===== config.mk =====
export PLATFORM = sky130hd
export DESIGN_NAME = riscv_id_pipe
export DESIGN_NICKNAME = d
export VERILOG_FILES = /design/src/rtl/riscv_id_pipe.sv
export SDC_FILE = /design/constraint.sdc
export NUM_CORES = 1
export LEC_CHECK = 0
export ABC_AREA = 1
export BUFFER_PORTS_ARGS = -buffer_cell sky130_fd_sc_hd__buf_2
export CORE_MARGIN = 5
export CORE_UTILIZATION = 41
export CTS_CLUSTER_SIZE = 25
export DETAILED_ROUTE_END_ITERATION = 8
export GPL_TIMING_DRIVEN = 0
export PLACE_DENSITY = 0.76
export SLEW_MARGIN = 20
export SYNTH_ARGS = -nofsm -noshare
export SYNTH_HDL_FRONTEND = slang
export SYNTH_SLANG_ARGS = --single-unit

===== constraint.sdc =====
create_clock -name clk_i -period 1.37 [get_ports clk_i]
set_clock_uncertainty 0.2 [all_clocks]
set_input_delay 0.2055 -clock clk_i [delete_from_list [all_inputs] [get_ports clk_i]]
set_output_delay 0.2055 -clock clk_i [all_outputs]
set_load 0.005 [all_outputs]

===== src/rtl/riscv_id_pipe.sv =====
// riscv_id_pipe: RV32I decode into a valid/ready ID/EX register; RISCV_ID_HAZARD_EN enables the load-use interlock
module riscv_id_pipe #(
    parameter int XLEN          = 32,
    parameter int REGFILE_COUNT = 32,
    localparam int RA           = $clog2(REGFILE_COUNT)
) (
    input  logic            clk_i,
    input  logic            rst_i,
    input  logic            valid_i,
    output logic            ready_o,
    input  logic [XLEN-1:0] pc_i,
    input  logic [XLEN-1:0] instr_i,
    output logic [RA-1:0]   rs1_o,
    output logic [RA-1:0]   rs2_o,
    input  logic [XLEN-1:0] rs1_data_i,
    input  logic [XLEN-1:0] rs2_data_i,
    output logic            valid_o,
    input  logic            ready_i,
    input  logic            flush_i,
    output logic [XLEN-1:0] pc_o,
    output logic [XLEN-1:0] imm_o,
    output logic [XLEN-1:0] rs1_data_o,
    output logic [XLEN-1:0] rs2_data_o,
    output logic [RA-1:0]   rs1_idx_o,
    output logic [RA-1:0]   rs2_idx_o,
    output logic [RA-1:0]   rd_o,
    output logic            alu_src_o,
    output logic            mem_to_reg_o,
    output logic            reg_write_o,
    output logic            mem_read_o,
    output logic            mem_write_o,
    output logic            branch_o,
    output logic            jump_o,
    output logic [1:0]      alu_op_o,
    output logic [2:0]      funct3_o,
    output logic [6:0]      funct7_o,
    output logic            illegal_o
);
    localparam logic [6:0] OP_R      = 7'b0110011;
    localparam logic [6:0] OP_IMM    = 7'b0010011;
    localparam logic [6:0] OP_LOAD   = 7'b0000011;
    localparam logic [6:0] OP_STORE  = 7'b0100011;
    localparam logic [6:0] OP_BRANCH = 7'b1100011;
    localparam logic [6:0] OP_JAL    = 7'b1101111;
    localparam logic [6:0] OP_JALR   = 7'b1100111;
    localparam logic [6:0] OP_LUI    = 7'b0110111;
    localparam logic [6:0] OP_AUIPC  = 7'b0010111;

    logic [6:0]      w_opc;
    logic [31:0]     w_imm32;
    logic [XLEN-1:0] w_imm;
    logic            w_alu_src, w_mem_to_reg, w_reg_write, w_mem_read;
    logic            w_mem_write, w_branch, w_jump, w_illegal;
    logic [1:0]      w_alu_op;
    logic            w_hazard, w_load_en;

    logic            r_valid;
    logic [XLEN-1:0] r_pc, r_imm, r_rs1_data, r_rs2_data;
    logic [RA-1:0]   r_rs1_idx, r_rs2_idx, r_rd;
    logic            r_alu_src, r_mem_to_reg, r_reg_write, r_mem_read;
    logic            r_mem_write, r_branch, r_jump, r_illegal;
    logic [1:0]      r_alu_op;
    logic [2:0]      r_funct3;
    logic [6:0]      r_funct7;

    assign w_opc = instr_i[6:0];
    assign rs1_o = instr_i[15 +: RA];
    assign rs2_o = instr_i[20 +: RA];

    always_comb begin
        w_imm32 = '0;
        case (w_opc)
            OP_IMM, OP_LOAD, OP_JALR: w_imm32 = {{20{instr_i[31]}}, instr_i[31:20]};
            OP_STORE:                 w_imm32 = {{20{instr_i[31]}}, instr_i[31:25], instr_i[11:7]};
            OP_BRANCH:                w_imm32 = {{20{instr_i[31]}}, instr_i[7], instr_i[30:25], instr_i[11:8], 1'b0};
            OP_LUI, OP_AUIPC:         w_imm32 = {instr_i[31:12], 12'b0};
            OP_JAL:                   w_imm32 = {{12{instr_i[31]}}, instr_i[19:12], instr_i[20], instr_i[30:21], 1'b0};
            default:                  w_imm32 = '0;
        endcase
    end

    assign w_imm = {{(XLEN-31){w_imm32[31]}}, w_imm32[30:0]};

    // Legal opcodes all end in 2'b11, so the default arm also covers instr[1:0] != 11.
    always_comb begin
        w_alu_src    = 1'b0;
        w_mem_to_reg = 1'b0;
        w_reg_write  = 1'b0;
        w_mem_read   = 1'b0;
        w_mem_write  = 1'b0;
        w_branch     = 1'b0;
        w_jump       = 1'b0;
        w_alu_op     = 2'b00;
        w_illegal    = 1'b0;
        case (w_opc)
            OP_R:      begin w_reg_write = 1'b1; w_alu_op = 2'b10; end
            OP_IMM:    begin w_alu_src = 1'b1; w_reg_write = 1'b1; w_alu_op = 2'b10; end
            OP_LOAD:   begin w_alu_src = 1'b1; w_mem_read = 1'b1; w_mem_to_reg = 1'b1; w_reg_write = 1'b1; end
            OP_STORE:  begin w_alu_src = 1'b1; w_mem_write = 1'b1; end
            OP_BRANCH: begin w_branch = 1'b1; w_alu_op = 2'b01; end
            OP_JAL:    begin w_jump = 1'b1; w_reg_write = 1'b1; end
            OP_JALR:   begin w_jump = 1'b1; w_reg_write = 1'b1; w_alu_src = 1'b1; end
            OP_LUI, OP_AUIPC: begin w_alu_src = 1'b1; w_reg_write = 1'b1; end
            default:   w_illegal = 1'b1;
        endcase
    end

`ifdef RISCV_ID_HAZARD_EN
    logic w_uses_rs2;
    assign w_uses_rs2 = (w_opc == OP_R) | (w_opc == OP_STORE) | (w_opc == OP_BRANCH);
    assign w_hazard   = valid_i & r_valid & r_mem_read & (r_rd != '0)
                      & ((r_rd == rs1_o) | ((r_rd == rs2_o) & w_uses_rs2));
`else
    assign w_hazard = 1'b0;
`endif

    assign w_load_en = ready_i | ~r_valid;
    assign ready_o   = flush_i | (w_load_en & ~w_hazard);

    always_ff @(posedge clk_i) begin
        if (rst_i) begin
            r_valid      <= 1'b0;
            r_pc         <= '0;
            r_imm        <= '0;
            r_rs1_data   <= '0;
            r_rs2_data   <= '0;
            r_rs1_idx    <= '0;
            r_rs2_idx    <= '0;
            r_rd         <= '0;
            r_alu_src    <= 1'b0;
            r_mem_to_reg <= 1'b0;
            r_reg_write  <= 1'b0;
            r_mem_read   <= 1'b0;
            r_mem_write  <= 1'b0;
            r_branch     <= 1'b0;
            r_jump       <= 1'b0;
            r_alu_op     <= 2'b00;
            r_funct3     <= 3'b000;
            r_funct7     <= 7'b0;
            r_illegal    <= 1'b0;
        end else begin
            if (flush_i)
                r_valid <= 1'b0;
            else if (w_load_en)
                r_valid <= valid_i & ~w_hazard;
            if (w_load_en) begin
                r_pc         <= pc_i;
                r_imm        <= w_imm;
                r_rs1_data   <= rs1_data_i;
                r_rs2_data   <= rs2_data_i;
                r_rs1_idx    <= rs1_o;
                r_rs2_idx    <= rs2_o;
                r_rd         <= instr_i[7 +: RA];
                r_alu_src    <= w_alu_src;
                r_mem_to_reg <= w_mem_to_reg;
                r_reg_write  <= w_reg_write;
                r_mem_read   <= w_mem_read;
                r_mem_write  <= w_mem_write;
                r_branch     <= w_branch;
                r_jump       <= w_jump;
                r_alu_op     <= w_alu_op;
                r_funct3     <= instr_i[14:12];
                r_funct7     <= instr_i[31:25];
                r_illegal    <= w_illegal;
            end
        end
    end

    assign valid_o      = r_valid;
    assign pc_o         = r_pc;
    assign imm_o        = r_imm;
    assign rs1_data_o   = r_rs1_data;
    assign rs2_data_o   = r_rs2_data;
    assign rs1_idx_o    = r_rs1_idx;
    assign rs2_idx_o    = r_rs2_idx;
    assign rd_o         = r_rd;
    assign alu_src_o    = r_alu_src;
    assign mem_to_reg_o = r_mem_to_reg;
    assign reg_write_o  = r_reg_write;
    assign mem_read_o   = r_mem_read;
    assign mem_write_o  = r_mem_write;
    assign branch_o     = r_branch;
    assign jump_o       = r_jump;
    assign alu_op_o     = r_alu_op;
    assign funct3_o     = r_funct3;
    assign funct7_o     = r_funct7;
    assign illegal_o    = r_illegal;
endmodule


==> reports/metrics.sh <==
RUN_STATUS='finished with violations'
VIOLATIONS='negative setup slack'
DESIGN.CORE.AREA_UM2=15000
CTS_MADE_BUFFERS=17
DP_WORST_SETUP_SLACK_NS=-0.436
CLOCK_PATH_BUFFERS=2
BEGINNING_OF_THE_WORST_HOLD_PATH='instr_i[23]'
YOSYSTOPAREACELLSHARE_PCT=52.5
SYNTH.AVG_CELL_AREA_UM2=7.54
SYNTH.CELL_AREA_UM2=6220
WL_PER_CELL_UM=17.8
YOSYS_MOST_USED_DFF='dfxtp_1'
REQUIRED_NS=0.96
SYN_INST=825
BUFFER_PORTS.INSERTED=306
FLOORPLAN.INITIALDENSITY_PCT=41.4
NUM_IO_PINS=308
WORST_EP_ARRIVAL_TIME_NS=1.55
GRT_OVERFLOW_TOTAL=0
NUMBER_OF_STORAGE_ELEMENTS_IN_THE_SYNTHESIS_NETLIST=163
HOLD-PATH-CELL-COUNT=5
ROUTE.DETAILED.VIAS_PER_INST=5.09
YOSYSUNIQUECELLTYPES=22
CRIT_PATH_END_KIND='primary output'
SETUP.WORST_PATH.START_CLASS='flop'
AREA_GROWTH_PCT=75.1
FINALWEIGHTEDCONGESTION=0.830
YS_ASYNC_SR_FRACTION_PCT=0
SYNTH_EDF_COUNT=0
GRT_PASS1_VIAS=7718
INSTANCES_NO_FILL=1500
WORST_R2R_ENDPOINT='rs1_data_o[26]$_SDFFE_PP0P_'
DETAILEDPLACEMENTHPWL_UM=16100
FINALHOLDVIOLATIONS=0
CELL_AREA_PLACED_UM2=8020
SLEW_VIOLS_FINAL=0
DRT_PASS1_ITERATIONS=5
DP.CELLS=1319
TNS_NS=-31.46
GRT.TOTAL_USAGE_PCT=28.9
POWER.IR.VDD_WORST_V=0.000662
FF2FF_SETUP_SLACK_NS=-0.31
ROUTE.FINAL.WIRE_LENGTH_UM=26700
MAXIMUM_NUMBER_OF_PINS_ON_ONE_NET_BEFORE_GLOBAL_ROUTE_REPAIR=17
HOLD-PATH-ENDPOINT='imm_o[3]$_SDFFE_PP0P_'
POST-LAYOUT-TOTAL-POWER_mW=11.6
FINAL-SETUP-VIOL-COUNT=156
WORST_SLACK_SETUP_FINAL_NS=-0.590
REMAINING_DRC_ERRORS=0
ANTENNA_CELLS=0
SYNTH_LARGEST_AREA_CELL='dfxtp_1'
CHIP_WIDTH_UM=133
YOSYSMOSTFREQUENTCELL='nor2_1'
DIE_HEIGHT_UM=133
ROWS=45
HOLDCRITPATHCLASS='input port to flop'
RR_WORST_DEPTH=9
FINAL_NET_COUNT=1434
LAYOUT_CELLS_SIZED_ABOVE_1_PCT=41.0
AREA.SEQUENTIAL_UM2=3270
WORSTSETUPPATHTYPE='flop to primary output'
MAXCAPVIOLCOUNT=0
POWER_DENSITY_nW_PER_UM2=1060
DRTITER0DRC=511
FINALCRITPERIODSHARE_PCT=143
LEAKAGE_nW=5.57
CLK_PIN_SLEW_WORST_PATHS_NS=0.06
CLK-INSERTION-DELAY-LATE_NS=0.41
PART_OF_THE_YOSYS_AREA_USED_FOR_SEQUENTIAL_ELEMENTS_PCT=52.5
CTS_NUM_SINKS=163
GRT_SETUP_UNREPAIRED='true'
GRT_FIRST_PASS_WIRELENGTH_UM=41000
GRT_ANTENNA_BEFORE_REPAIR=5
R2R_START='valid_o$_SDFFE_PP0P_'
CLOCK_TREE.HTREE_LEVEL_COUNT=4
MAX_FREQUENCY_MHz=510
FLOORPLAN.DIE_AREA_UM2=17700
MAX-SLEW-MARGIN-REL_PCT=49.5
CTS_TREE='built'
CLOCKROOTBUFFER='clkbuf_16'
YOSYSWARNINGS=0
DRTANTENNAVIOLNETS=0
WORSTMARGINPINSLEW_NS=0.757
DESIGN_AREA_UM2=10900
SYNTH_TOP_CELLS_BY_AREA='dfxtp_1 (52%), nor2_1 (14%), o21ai_0 (9.7%)'
VIA_COUNT=7642
MAPPEDNETLISTNETS=958
YS_TOP_CELLS_BY_COUNT='nor2_1 (240), dfxtp_1 (163), nand2_1 (129)'
PERIOD_NEEDED_NS=1.96
MULTIINPUTGATEAREA_UM2=2910
FILLERS=1032
CRIT_PATH_MAX_FANOUT=2
## kinds of logic (layout without fill, tap and decap cells)
| family | after synthesis | count (layout) | share of synthesized area (%) |
|---|---|---|---|
| AND/OR/NAND/NOR | 413 | 413 | 27.3 |
| flip-flops | 163 | 163 | 52.5 |
| buffers and inverters | 81 | 568 | 6.07 |
| AO/OA/AOI/OAI | 168 | 168 | 14.2 |
## routing by layer
| layer | part of all wire [%] | track usage (%) | vias to the layer above | wire length [um] |
|---|---|---|---|---|
| met5 | 0.20 | 0 | - | 54 |
| met4 | 3.6 | 10.2 | 10 | 957 |
| met3 | 9.4 | 9.14 | 80 | 2510 |
| met2 | 49 | 51.7 | 431 | 13000 |
| met1 | 38 | 32.4 | 3530 | 10100 |
| li1 | - | - | 3591 | - |
## sequential cells by signal, indices dropped and copies added, names as in the netlist, 2 cells and up
name / flops
alu_op_o: 2
funct3_o: 3
rs2_data_o: 32
rd_o: 5
imm_o: 32
rs1_idx_o: 5
rs1_data_o: 32
funct7_o: 7
rs2_idx_o: 5
pc_o: 32
## per-stage QoR
stage                     hold WS [ns]  util (%)
after floorplan                 0.0773         -
after global placement           0.214      53.3
after detailed placement         0.220      53.3
after CTS                      0.00699      72.2
after global routing            0.0444      72.5
final                           0.0183      72.5
## final cells by class
type	count	share of cell area, %
Tap cell	188	2.16
Clock buffer	21	4.14
Multi-Input combinational cell	581	26.7
Timing Repair Buffer	458	29.1
Inverter	14	0.482
Sequential cell	163	30.0
Buffer	66	6.21
Clock inverter	9	1.19
## worst max-delay path by stage
stage,start,to,slack [ns],cells after the start
floorplan,valid_o$_SDFFE_PP0P_,ready_o,-0.06,6
global placement,rst_i,pc_o[6]$_SDFFE_PP0P_,-0.42,6
detailed placement,rst_i,pc_o[6]$_SDFFE_PP0P_,-0.44,6
CTS,valid_o$_SDFFE_PP0P_,ready_o,-0.60,7
global route,valid_o$_SDFFE_PP0P_,ready_o,-0.65,7
finish,valid_o$_SDFFE_PP0P_,ready_o,-0.59,7
## report_power, final
group	leakage (nW)	total, mW	switching, mW	internal [mW]
sequential	1.35	5.14	0.142	5.00
clock	0.283	4.76	1.86	2.90
combinational	3.94	1.70	0.817	0.880
total	5.57	11.6	2.82	8.77
## cell usage in the layout, fill, tap and decap left out, types with 4 or more instances in the layout
cell type	synthesis	final
buf_6	2	16
nand3_2	10	10
nor2_2	2	7
o21ai_1	0	6
clkbuf_2	0	7
clkbuf_1	40	19
dfxtp_2	0	4
buf_2	14	307
dlygate4sd3_1	0	127
nand2_1	129	129
a21oi_2	11	12
inv_1	10	8
o21ai_2	0	81
buf_8	0	6
a21oi_1	35	34
clkbuf_16	0	26
o21ai_0	121	34
clkbuf_8	0	14
nand2_2	5	5
buf_4	11	18
dfxtp_1	163	159
inv_2	4	6
nor2_1	240	234
nand3_1	20	20
## critical path: stages, from the launching register on
cell and delay [ns]:
dfxtp_2 0.33, inv_2 0.04, nor2_4 0.13, inv_2 0.06
clkbuf_16 0.14, buf_8 0.11, or2_4 0.22, buf_6 0.11
## repair_timing
action	in CTS	in global routing
resized for setup	259	22
pin swaps	2	2
hold buffers	127	0
endpoints found under the setup margin	167	169
endpoints found under the hold margin	143	0
setup buffers	15	1
gates cloned	11	0
Power figures use the tool's default switching activity.
